$ cat src/rtl/isp_pkg.sv
// Shared types for the ISP output frame controller: FSM states and pixel format codes.
// Latency: none (types and constants only).
// Backpressure: not applicable.
package isp_pkg;

    typedef enum logic [1:0] {
        ST_IDLE   = 2'd0,
        ST_LOAD   = 2'd1,
        ST_ACTIVE = 2'd2,
        ST_DONE   = 2'd3
    } state_t;

    typedef enum logic [1:0] {
        FMT_RAW16  = 2'b00,
        FMT_RGB24  = 2'b01,
        FMT_RGB30  = 2'b10,
        FMT_YUV422 = 2'b11
    } fmt_t;

    // Format code held in the shadow register out of reset.
    localparam fmt_t FMT_RESET = FMT_RGB24;

endpackage

$ cat src/rtl/isp_pipe_reg.sv
// One-entry valid/ready output register carrying an opaque W-bit payload.
// Latency: 1 cycle from input handshake to o_vld.
// Backpressure: accepts a new beat only when empty or draining this cycle; payload holds while stalled.
module isp_pipe_reg #(
    parameter int W = 8
) (
    input  logic         i_clk,
    input  logic         i_rst_n,
    input  logic         i_vld,
    output logic         o_rdy,
    input  logic [W-1:0] i_dat,
    output logic         o_vld,
    input  logic         i_rdy,
    output logic [W-1:0] o_dat
);

    logic         r_vld;
    logic [W-1:0] r_dat;

    assign o_rdy = !r_vld || i_rdy;
    assign o_vld = r_vld;
    assign o_dat = r_dat;

    // Load a new beat when the slot is free or being emptied; otherwise hold the current beat.
    always_ff @(posedge i_clk) begin
        if (!i_rst_n) begin
            r_vld <= 1'b0;
            r_dat <= '0;
        end else if (o_rdy) begin
            r_vld <= i_vld;
            if (i_vld) begin
                r_dat <= i_dat;
            end
        end
    end

endmodule

$ cat src/rtl/isp_out_frame_ctrl.sv
// Frame controller: tags incoming pixels with x/y/sof/eol/eof and sequences whole frames.
// Latency: 1 cycle from input handshake to fmt_valid_o, full throughput.
// Backpressure: in_ready_o follows the output register's free slot, only while a frame is active.
module isp_out_frame_ctrl #(
    parameter int PIX_W      = 24,
    parameter int MAX_WIDTH  = 3840,
    parameter int MAX_HEIGHT = 2160,
    parameter int CNT_W      = 13
) (
    input  logic             clk_i,
    input  logic             rst_n_i,
    input  logic             cfg_start_i,
    input  logic             cfg_stop_i,
    input  logic             cfg_mode_i,
    input  logic [1:0]       cfg_format_i,
    input  logic [CNT_W-1:0] cfg_width_i,
    input  logic [CNT_W-1:0] cfg_height_i,
    input  logic [PIX_W-1:0] in_data_i,
    input  logic             in_valid_i,
    output logic             in_ready_o,
    output logic [PIX_W-1:0] fmt_data_o,
    output logic             fmt_valid_o,
    input  logic             fmt_ready_i,
    output logic [1:0]       fmt_format_o,
    output logic [CNT_W-1:0] pixel_x_o,
    output logic [CNT_W-1:0] pixel_y_o,
    output logic             sof_o,
    output logic             eol_o,
    output logic             eof_o,
    output logic             busy_o,
    output logic [15:0]      frame_cnt_o,
    output logic             frame_done_o,
    output logic             err_cfg_o
);

    import isp_pkg::*;

    typedef struct packed {
        logic [PIX_W-1:0] data;
        logic [CNT_W-1:0] x;
        logic [CNT_W-1:0] y;
        logic             sof;
        logic             eol;
        logic             eof;
    } beat_t;

    localparam logic [CNT_W-1:0] ONE   = CNT_W'(1);
    localparam logic [CNT_W-1:0] MAX_W = CNT_W'(MAX_WIDTH);
    localparam logic [CNT_W-1:0] MAX_H = CNT_W'(MAX_HEIGHT);

    state_t           r_state, w_state_nxt;
    logic [CNT_W-1:0] r_width, r_height, r_x, r_y;
    logic [1:0]       r_format;
    logic             r_mode, r_stop_pending, r_err_cfg, r_frame_done;
    logic [15:0]      r_frame_cnt;
    logic             w_cfg_bad, w_pipe_rdy, w_in_acc, w_out_acc, w_done_acc;
    logic             w_last_x, w_last_y, w_stop_eff;
    beat_t            w_beat_in, w_beat_out;

    assign w_cfg_bad  = (cfg_width_i == '0) || (cfg_height_i == '0) ||
                        (cfg_width_i > MAX_W) || (cfg_height_i > MAX_H);
    assign w_last_x   = (r_x == r_width - ONE);
    assign w_last_y   = (r_y == r_height - ONE);
    assign in_ready_o = (r_state == ST_ACTIVE) && w_pipe_rdy;
    assign w_in_acc   = in_valid_i && in_ready_o;
    assign w_out_acc  = fmt_valid_o && fmt_ready_i;
    assign w_done_acc = (r_state == ST_DONE) && w_out_acc && w_beat_out.eof;
    // A stop arriving in the same cycle the frame closes still prevents the next frame.
    assign w_stop_eff = r_stop_pending || cfg_stop_i;

    assign w_beat_in.data = in_data_i;
    assign w_beat_in.x    = r_x;
    assign w_beat_in.y    = r_y;
    assign w_beat_in.sof  = (r_x == '0) && (r_y == '0);
    assign w_beat_in.eol  = w_last_x;
    assign w_beat_in.eof  = w_last_x && w_last_y;

    isp_pipe_reg #(
        .W ($bits(beat_t))
    ) u_pipe (
        .i_clk   (clk_i),
        .i_rst_n (rst_n_i),
        .i_vld   (w_in_acc),
        .o_rdy   (w_pipe_rdy),
        .i_dat   (w_beat_in),
        .o_vld   (fmt_valid_o),
        .i_rdy   (fmt_ready_i),
        .o_dat   (w_beat_out)
    );

    assign fmt_data_o   = w_beat_out.data;
    assign pixel_x_o    = w_beat_out.x;
    assign pixel_y_o    = w_beat_out.y;
    assign sof_o        = w_beat_out.sof;
    assign eol_o        = w_beat_out.eol;
    assign eof_o        = w_beat_out.eof;
    assign fmt_format_o = r_format;
    assign busy_o       = (r_state != ST_IDLE);
    assign frame_cnt_o  = r_frame_cnt;
    assign frame_done_o = r_frame_done;
    assign err_cfg_o    = r_err_cfg;

    // Frame sequencing: wait for start, validate config, stream pixels, wait for eof to drain.
    always_comb begin
        w_state_nxt = r_state;
        case (r_state)
            ST_IDLE:   if (cfg_start_i && !cfg_stop_i) w_state_nxt = ST_LOAD;
            ST_LOAD:   w_state_nxt = w_cfg_bad ? ST_IDLE : ST_ACTIVE;
            ST_ACTIVE: if (w_in_acc && w_beat_in.eof) w_state_nxt = ST_DONE;
            ST_DONE:   if (w_done_acc) w_state_nxt = (!r_mode && !w_stop_eff) ? ST_LOAD : ST_IDLE;
            default:   w_state_nxt = ST_IDLE;
        endcase
    end

    // State register.
    always_ff @(posedge clk_i) begin
        if (!rst_n_i) r_state <= ST_IDLE;
        else          r_state <= w_state_nxt;
    end

    // Shadow config captured once per frame in LOAD; position counters advance per accepted pixel.
    always_ff @(posedge clk_i) begin
        if (!rst_n_i) begin
            r_width   <= '0;
            r_height  <= '0;
            r_format  <= FMT_RESET;
            r_mode    <= 1'b0;
            r_x       <= '0;
            r_y       <= '0;
            r_err_cfg <= 1'b0;
        end else if (r_state == ST_LOAD) begin
            r_width   <= cfg_width_i;
            r_height  <= cfg_height_i;
            r_format  <= cfg_format_i;
            r_mode    <= cfg_mode_i;
            r_x       <= '0;
            r_y       <= '0;
            r_err_cfg <= w_cfg_bad;
        end else if (w_in_acc) begin
            if (w_last_x) begin
                r_x <= '0;
                r_y <= w_last_y ? '0 : r_y + ONE;
            end else begin
                r_x <= r_x + ONE;
            end
        end
    end

    // Stop requests outside IDLE are remembered until the controller returns to IDLE.
    always_ff @(posedge clk_i) begin
        if (!rst_n_i)                                 r_stop_pending <= 1'b0;
        else if (w_state_nxt == ST_IDLE)              r_stop_pending <= 1'b0;
        else if (cfg_stop_i && r_state != ST_IDLE)    r_stop_pending <= 1'b1;
    end

    // Completed-frame pulse and counter, triggered when the eof beat leaves downstream.
    always_ff @(posedge clk_i) begin
        if (!rst_n_i) begin
            r_frame_done <= 1'b0;
            r_frame_cnt  <= '0;
        end else begin
            r_frame_done <= w_done_acc;
            if (w_done_acc) r_frame_cnt <= r_frame_cnt + 16'd1;
        end
    end

endmodule

$ cat config.mk
export PLATFORM = sky130hd
export DESIGN_NAME = isp_out_frame_ctrl
export DESIGN_NICKNAME = d
export VERILOG_FILES = /design/src/rtl/isp_pkg.sv /design/src/rtl/isp_pipe_reg.sv /design/src/rtl/isp_out_frame_ctrl.sv
export SDC_FILE = /design/constraint.sdc
export NUM_CORES = 1
export LEC_CHECK = 0
export ABC_AREA = 0
export BUFFER_PORTS_ARGS = -buffer_cell sky130_fd_sc_hd__buf_2
export CAP_MARGIN = 10
export CORE_ASPECT_RATIO = 0.7
export CORE_MARGIN = 2
export CORE_UTILIZATION = 59
export CTS_CLUSTER_DIAMETER = 60
export DETAILED_ROUTE_END_ITERATION = 12
export PLACE_DENSITY = 0.93
export SYNTH_ARGS = -nofsm -noshare
export SYNTH_HDL_FRONTEND = slang
export SYNTH_SLANG_ARGS = --single-unit
$ cat constraint.sdc
create_clock -name clk_i -period 7.97 [get_ports clk_i]
set_input_delay 1.1955 -clock clk_i [delete_from_list [all_inputs] [get_ports clk_i]]
set_output_delay 1.1955 -clock clk_i [all_outputs]
set_load 0.05 [all_outputs]
# Word level (Yosys, flattened, before mapping)
# Cells that the tools add are included.
[op_classes] addsub=5 order_cmp=2 eq_ne=5 mux=8 n_bitwise=1 reduce_logical=31
[op_table] operator="$logic_not 13->1" n=4
[op_table] operator="$add 13x1->13 const B" n=2
[op_table] operator="$eq 13x13->1" n=2
[op_table] operator="$gt 13x12->1 const B" n=2
[op_table] operator="$mux 13" n=2
[op_table] operator="$sub 13x1->13 const B" n=2
[op_table] operator="$add 16x1->16 const B" n=1
[op_table] operator="$logic_and 1x1->1" n=11
[op_table] operator="$mux 2" n=4
[op_table] operator="$pmux 2 s4" n=1
[op_table] operator="$logic_or 1x1->1" n=5
[op_table] operator="$eq 2x2->1 const B" n=2
[op_table] operator="$logic_not 1->1" n=4
[op_table] operator="$logic_not 2->1" n=2
[op_table] operator="$reduce_and 2->1" n=2
[op_table] operator="$reduce_or 2->1" n=2
[op_table] operator="$eq 2x1->1 const B" n=1
[op_table] operator="$reduce_bool 2->1" n=1
[op_table] operator="$mux 1" n=1
[op_table] operator="$not 1->1" n=1
[word_totals] reg_bits=130 in_bits=59 output_inout_bits=76 elab_cells=65

# Logic depth before layout (Yosys ltp)
# Gate-level depths: netlist of run 1.
[logic_depth] depth_word=9 depth_mapped=12

# Cells and area by module
# Synthesis of run 1 repeated with hierarchy kept, for this count alone.
[hier_totals] cells_unflattened=827 hier_area_um2=6827.8
[by_module_without_submodules] mod="isp_out_frame_ctrl" n_inst=1 cells_each=592 area_per_inst_um2=4611.9 seq_area_each_um2=1521.5
[by_module_without_submodules] mod="isp_pipe_reg" n_inst=1 cells_each=235 area_per_inst_um2=2215.9 seq_area_each_um2=1081.0

# Worst setup path after synthesis of run 1
# OpenSTA, ideal clock, no wires.
[synth_timing] kind="input -> output" from="input port fmt_ready_i" to="output port in_ready_o" t_arrival_ns=2.448 required_ns=6.775 setup_slack_ns=4.327 path_stages=2 path_buffers=0 path_cell_list="nor2b_1 > nor3b_1"
[synth_via] elab_chain_cells=2
[synth_lines] item="from (decl)" line_no="isp_out_frame_ctrl.sv:23" rtl="input logic fmt_ready_i,"
[synth_lines] item="$logic_or 1x1->1" line_no="isp_pipe_reg.sv:20" rtl="assign o_rdy = !r_vld || i_rdy;"
[synth_lines] item="$logic_and 1x1->1" line_no="isp_out_frame_ctrl.sv:64" rtl="assign in_ready_o = (r_state == ST_ACTIVE) && w_pipe_rdy;"
[synth_lines] item="to (decl)" line_no="isp_out_frame_ctrl.sv:20" rtl="output logic in_ready_o,"
# No other way between the ends.

# Final worst setup path of run 1
[layout_timing] from="register r_width[0]" to="register r_y[10]"
[layout_via] elab_chain_cells=3
[layout_lines] item="from (decl)" line_no="isp_out_frame_ctrl.sv:52" rtl="logic [CNT_W-1:0] r_width, r_height, r_x, r_y;"
[layout_lines] item="from (signal assigned)" line_no="isp_out_frame_ctrl.sv:132" rtl="r_width <= cfg_width_i;"
[layout_lines] item="$sub 13x1->13" line_no="isp_out_frame_ctrl.sv:62" rtl="assign w_last_x = (r_x == r_width - ONE);"
[layout_lines] item="$eq 13x13->1" line_no="isp_out_frame_ctrl.sv:62"
[layout_lines] item="$reduce_and 2->1 (no line)"
[layout_lines] item="to (signal assigned)" line_no="isp_out_frame_ctrl.sv:142" rtl="r_y <= w_last_y ? '0 : r_y + ONE;"
[layout_lines] item="to (decl)" line_no="isp_out_frame_ctrl.sv:52"
# No other way between the ends.
# A chain may end at the register's enable or synchronous reset.

==> impl_metrics.csv, run 1 <==
group,metric,value,unit
yosys,synth_seq_area_share,42.0,%
power,seqPwrFrac,41.9,%
finish,area_growth,21.3,%
power,combPwrFrac,6.7,%
clock_tree,cts.sinks,130,
yosys,syn_avg_cell_area,8.16,µm²
yosys,ys.flop_type,"dfxtp_1",
place,hpwlAfterDp,10600,µm
sta,fin_crit_sh,44.2,%
detailed_routing,first_pass_iters,6,
place,gp_congestion,0.895,
power,power_density,211,nW/µm²
worst_hold_path,hold_path_depth,2,
setup_path,crit_chain,"inv_1 > ha_1 > or3b_1 > nor4_1 > a31oi_1 > nor4_2 > o2111ai_1 > o21ai_0 > buf_2 > a21oi_1",
place,pre_cts_ws,4.25,ns
clock_tree,cts_tree,"built",
clock_tree,cts.root.buffer_cell,"clkbuf_16",
yosys,yosys_warnings,0,
place,placed_area,6890,µm²
yosys,syn_nets,825,
clock_tree,ctsLongestPathBuffers,2,
clock_tree,cts_resized,0,
finish,layout.nets,932,
yosys,synth_top_area_share,42.0,%
detailed_routing,met1Wirelength,7070,µm
power,swShare,24.1,%
yosys,synth_top_area_cell,"dfxtp_1",
yosys,synthTopCellsByArea,"dfxtp_1 (42%), nand2_1 (12%), a21boi_0 (10%), xnor2_1 (4.8%), xor2_1 (2.8%)",
yosys,ys_seq_elements,130,
place,io_buffers,134,
setup_path,r2r_cells,10,
yosys,synth-edff-count,0,
sta,hold_viol_final,0,
finish,final_cell_mix,"nand2_1 (191), buf_2 (135), dfxtp_1 (130), a21boi_0 (84), xnor2_1 (34)",
worst_hold_path,hp-class,"flop to flop",
detailed_routing,ant_nets,0,
detailed_routing,routed_wl,16000,µm
global_routing,track_usage,28.4,%
sta,clock_skew,0.00962,ns
floorplanning,row_count,31,
clock_tree,cts-buffers-inserted,17,
floorplanning,start_util,60.3,%
setup_path,slowest_stage,"o21ai_0",
clock_tree,ctsHoldBuffers,0,
clock_tree,clk_latency,0.42,ns
setup_path,max_stage_delay,0.65,ns
clock_tree,cts_setup_buffers,0,
yosys,synth_area,6190,µm²
detailed_routing,first_iter_violations,414,
global_routing,grt_max_degree,107,
floorplanning,die_x,126,µm
global_routing,first_global_vias,5387,
yosys,synthCells,759,
detailed_routing,vias_per_cell,5.71,
sta,fin_crit,3.52,ns
sta,tightest_slew,0.909,ns
setup_path,worst-path-max-fanout,15,
clock_tree,cts-htree-levels,4,
setup_path,worstPathArrival,3.82,ns
floorplanning,die-area,11300,µm²
power,p_switching,382,µW
setup_path,cp-end-kind,"flop",
yosys,synth.distinct_cells,53,
detailed_routing,wl_met2,7390,µm
detailed_routing,dr_wl_met3,1220,µm
place,dp_cells,978,
sta,relSlewSlack,39.3,%
status,status,"completed",
clock_tree,clkTransAtPathRegs,0.06,ns
power,power_leakage,0.00297,µW
global_routing,grt_pass1_wl,26300,µm
power,clockPowerShare,51.4,%
setup_path,crit_path_start_kind,"flop",
power,p_int,1200,µW
finish,layout-drive-gt1-share,20.9,%
sta,slew_violations,0,
detailed_routing,routed-via-count,5769,
setup_path,path_class,"flop to flop",
finish,stdcell_area,7510,µm²
setup_path,cp_data_required_time,8.26,ns
sta,fin_ws,4.45,ns
sta,fmax,0.284,GHz
finish,final_common_cell,"nand2_1",
detailed_routing,drc,0,
detailed_routing,wl_per_cell,15.8,µm
yosys,synthArstFlopShare,0,%
power,p_total,1590,µW
sta,rsz0062_at_grt,"false",
floorplanning,dieHeight,89.7,µm
sta,final.setup.tns,0,ns
floorplanning,core,10300,µm²
detailed_routing,top_layer,"met5",
global_routing,grt_overflow,0,
floorplanning,ios,135,
run,maxCapViolCount,0,
global_routing,antenna_found_initial,1,
sta,setup_viol,0,
finish,antenna_cells,0,
finish,final_cells,1011,
power,ir_drop,0.184,mV
==> synth_stat cells, types with 13 or more instances <==
cell type,instances
nand2_1,192
dfxtp_1,130
a21boi_0,84
clkbuf_1,42
xnor2_1,34
nor2_1,22
xor2_1,20
a21oi_1,19
nand3_1,17
nor4_1,17
o21ai_0,17
nand4_1,16
and2_1,14
nor3_1,14
inv_1,13
==> final cells by class <==
type	instances	area, µm²
well taps	132	165
inverters	13	48.8
flip-flops and latches	130	2600
clock buffers	17	425
repair buffers	140	713
clock inverters	15	198
fillers	734	2760
multi-input cells	564	3360
==> flip-flops by register name, indices dropped and copies added, names as in the netlist <==
| name | flops |
|---|---|
| frame_done_o | 1 |
| r_mode | 1 |
| u_pipe.o_vld | 1 |
| r_width | 13 |
| r_height | 13 |
| u_pipe.o_dat | 53 |
| fmt_format_o | 2 |
| r_stop_pending | 1 |
| err_cfg_o | 1 |
| r_state | 2 |
| r_x | 13 |
| r_y | 13 |
| frame_cnt_o | 16 |
==> power by group through the flow <==
stage	Combinational (µW)	Clock, µW	Sequential, µW
2_1_floorplan	69.7	0	680
6_report	107	815	664
5_1_grt	116	856	665
4_1_cts	106	820	664
3_5_place_dp	105	0	678
3_3_place_gp	102	0	678
==> critical path, delay by kind of cell (launching register included) <==
family                     cells  cell delay [ns]
and+or+nand+nor                3             1.14
AOI/OAI and AO/OA              4             1.29
adders and majority gates      1             0.23
DFF                            1             0.36
buffers and inverters          2             0.38
==> stage by stage <==
step | utilization (%) | hold WS (ns)
floorplan | - | 0.444
global placement | 67.0 | 0.445
detailed placement | 67.0 | 0.453
CTS | 73.1 | 0.464
global route | 73.1 | 0.486
finish | 73.1 | 0.460
==> layer usage <==
layer | up-vias | global-route usage, %
met4 | 2 | 9.89
met2 | 216 | 45.0
met3 | 37 | 7.68
met1 | 2689 | 37.4
met5 | - | 0
li1 | 2825 | -
==> path summary, 6_finish.rpt <==
check,slack (ns),from,end
worst min register to register,0.46,fmt_format_o[0]$_SDFFE_PN1P_,fmt_format_o[0]$_SDFFE_PN1P_
worst max register to register,4.45,r_width[0]$_SDFFE_PN0P_,r_y[10]$_SDFFE_PP0P_
worst min-delay path,0.46,fmt_format_o[0]$_SDFFE_PN1P_,fmt_format_o[0]$_SDFFE_PN1P_
worst max-delay path,4.45,r_width[0]$_SDFFE_PN0P_,r_y[10]$_SDFFE_PP0P_
==> kinds of logic (layout without fill, tap and decap cells) <==
group | after synthesis | after routing | synth area share [%]
compound gates | 151 | 151 | 17.2
xor+xnor | 54 | 54 | 7.63
fa+ha+maj | 7 | 7 | 1.41
buf+inv | 65 | 185 | 4.04
flops | 130 | 130 | 42.0
mux | 2 | 2 | 0.323
simple gates | 350 | 350 | 27.3
No activity file was read; power rests on OpenSTA's default activity.
==> run 2: changes to the inputs <==
CORE_UTILIZATION = 55   (was 59)
PLACE_DENSITY = 0.88   (was 0.93)
clock period = 3.3 ns   (was 7.97 ns; I/O delays follow)
==> run 2 against run 1 <==
  * First-iteration DRC count increased by 13%
  * Global-route usage decreased by 1.6 points
  * Count of clock-buffer cells in the layout unchanged
  * Critical path type unchanged
==> impl_metrics.csv, run 2 (same netlist as run 1, synthesis figures left out) <==
group,metric,value,unit
global_routing,track_usage,26.7,%
run,maxCapViolCount,0,
clock_tree,clk_latency,0.42,ns
sta,final.setup.tns,0,ns
global_routing,top_usage_layer,"met2",
detailed_routing,wl_per_cell,15.1,µm
setup_path,slowest_stage,"or3b_1",
detailed_routing,vias_per_cell,5.51,
finish,largest_reg_flops,53,
detailed_routing,routed-via-count,5706,
finish,antenna_cells,0,
setup_path,crit_path_start_kind,"flop",
sta,slew_violations,0,
clock_tree,ctsHoldBuffers,0,
clock_tree,clkTransAtPathRegs,0.06,ns
floorplanning,row_count,32,
power,p_int,2830,µW
clock_tree,cts-buffers-inserted,17,
global_routing,grt_pass1_wl,25800,µm
worst_hold_path,hp-class,"input pin to flop",
place,io_buffers,134,
power,ir_drop,0.504,mV
place,pre_cts_ws,0.428,ns
sta,clock_skew,0.00714,ns
setup_path,max_stage_delay,0.47,ns
detailed_routing,routed_wl,15600,µm
place,gp_congestion,0.874,
power,clockPowerShare,50.4,%
setup_path,worst-path-max-fanout,12,
clock_tree,cts-htree-levels,4,
global_routing,use_met2,41.3,%
floorplanning,core,11000,µm²
power,combPwrFrac,6.9,%
finish,layout.nets,935,
setup_path,cp_data_required_time,3.59,ns
setup_path,worstPathArrival,3.30,ns
floorplanning,die-area,12100,µm²
sta,rsz0062_at_grt,"false",
global_routing,antenna_found_initial,1,
global_routing,grt_max_degree,57,
sta,hold_viol_final,0,
place,hpwlAfterDp,10800,µm
clock_tree,cts_resized,0,
clock_tree,cts.sinks,130,
power,power_density,497,nW/µm²
power,swShare,24.5,%
setup_path,crit_chain,"inv_1 > ha_1 > or3b_1 > nor4_1 > a31oi_1 > nor4_2 > o2111ai_1 > buf_4 > o21ai_0 > buf_4 > a21oi_1",
floorplanning,ios,135,
setup_path,cp-end-kind,"flop",
global_routing,grt_overflow,0,
setup_path,cp_common_cell,"buf_4",
detailed_routing,drc,0,
sta,fin_crit_sh,91.2,%
detailed_routing,first_iter_violations,466,
finish,final_cell_mix,"nand2_1 (191), buf_2 (134), dfxtp_1 (130), a21boi_0 (84), xnor2_1 (34)",
sta,tightest_slew,1.05,ns
sta,fin_ws,0.291,ns
floorplanning,die_x,131,µm
sta,fmax,0.332,GHz
finish,area_growth,21.7,%
status,status,"completed",
clock_tree,cts.root.buffer_cell,"clkbuf_16",
sta,setup_viol,0,
clock_tree,ctsLongestPathBuffers,2,
detailed_routing,ant_nets,0,
sta,fin_crit,3.01,ns
setup_path,path_class,"flop to flop",
global_routing,met1_usage,37.1,%
power,p_switching,920,µW
power,seqPwrFrac,42.8,%
power,power_leakage,0.00297,µW
global_routing,first_global_vias,5280,
detailed_routing,first_pass_iters,5,
global_routing,grt.met3_usage,6.93,%
floorplanning,start_util,56.3,%
sta,relSlewSlack,29.6,%
clock_tree,cts_setup_buffers,0,
finish,final_common_cell,"nand2_1",
floorplanning,dieHeight,92.8,µm
clock_tree,cts_tree,"built",
finish,layout-drive-gt1-share,21.2,%
-- run 2: final timing paths --
check                                startpoint                             to  slack (ns)  cells after the start
hold / removal                  cfg_format_i[0]   fmt_format_o[0]$_SDFFE_PN1P_        0.29                      3
hold reg to reg   u_pipe.o_dat[19]$_SDFFE_PN0P_  u_pipe.o_dat[19]$_SDFFE_PN0P_        0.46                      2
setup / recovery        r_width[0]$_SDFFE_PN0P_           r_y[11]$_SDFFE_PP0P_        0.29                     11
setup reg to reg        r_width[0]$_SDFFE_PN0P_           r_y[11]$_SDFFE_PP0P_        0.29                     11
-- run 2: power groups by stage --
stage / clock [µW] / combinational, µW / sequential [µW]
after floorplan: 0 / 168 / 1640
after global placement: 0 / 249 / 1640
after detailed placement: 0 / 253 / 1640
after CTS: 1910 / 256 / 1600
after global routing: 1980 / 281 / 1610
final: 1890 / 257 / 1600
-- run 2: worst max-delay path: cells and delay by family (launching register included) --
kind,cells,cell delay [ns]
buffers and inverters,3,0.56
adder cells (fa/ha/maj),1,0.22
AND/OR/NAND/NOR,3,1.12
flip-flops,1,0.37
AO/OA/AOI/OAI,4,0.61
-- run 2: layout make-up --
| class | instances | area, µm² |
|---|---|---|
| clock inverter | 15 | 170 |
| inverter | 13 | 48.8 |
| tap | 153 | 191 |
| fill | 912 | 3470 |
| clock buffer | 17 | 425 |
| timing repair buffer | 143 | 738 |
| multi-input combinational | 564 | 3360 |
| sequential | 130 | 2600 |
-- run 2: metrics by stage --
stage | hold slack (ns) | total power, µW | instance area, µm² | instances | utilization, %
after floorplan | 0.444 | 1810 | 6190 | 759 | -
after global placement | 0.447 | 1890 | 6940 | 1003 | 63.1
after detailed placement | 0.452 | 1890 | 6940 | 1003 | 63.1
after CTS | 0.281 | 3770 | 7540 | 1035 | 68.5
after global routing | 0.291 | 3870 | 7540 | 1035 | 68.5
final | 0.289 | 3750 | 7540 | 1035 | 68.5
-- run 2: per-layer routing --
| layer | part of all wire [%] | wire length, µm | vias to the layer above |
|---|---|---|---|
| met1 | 47 | 7340 | 2667 |
| met2 | 45 | 7040 | 188 |
| met4 | 1.3 | 203 | 2 |
| li1 | - | - | 2825 |
| met3 | 6.7 | 1050 | 24 |
| met5 | 0.083 | 13 | - |
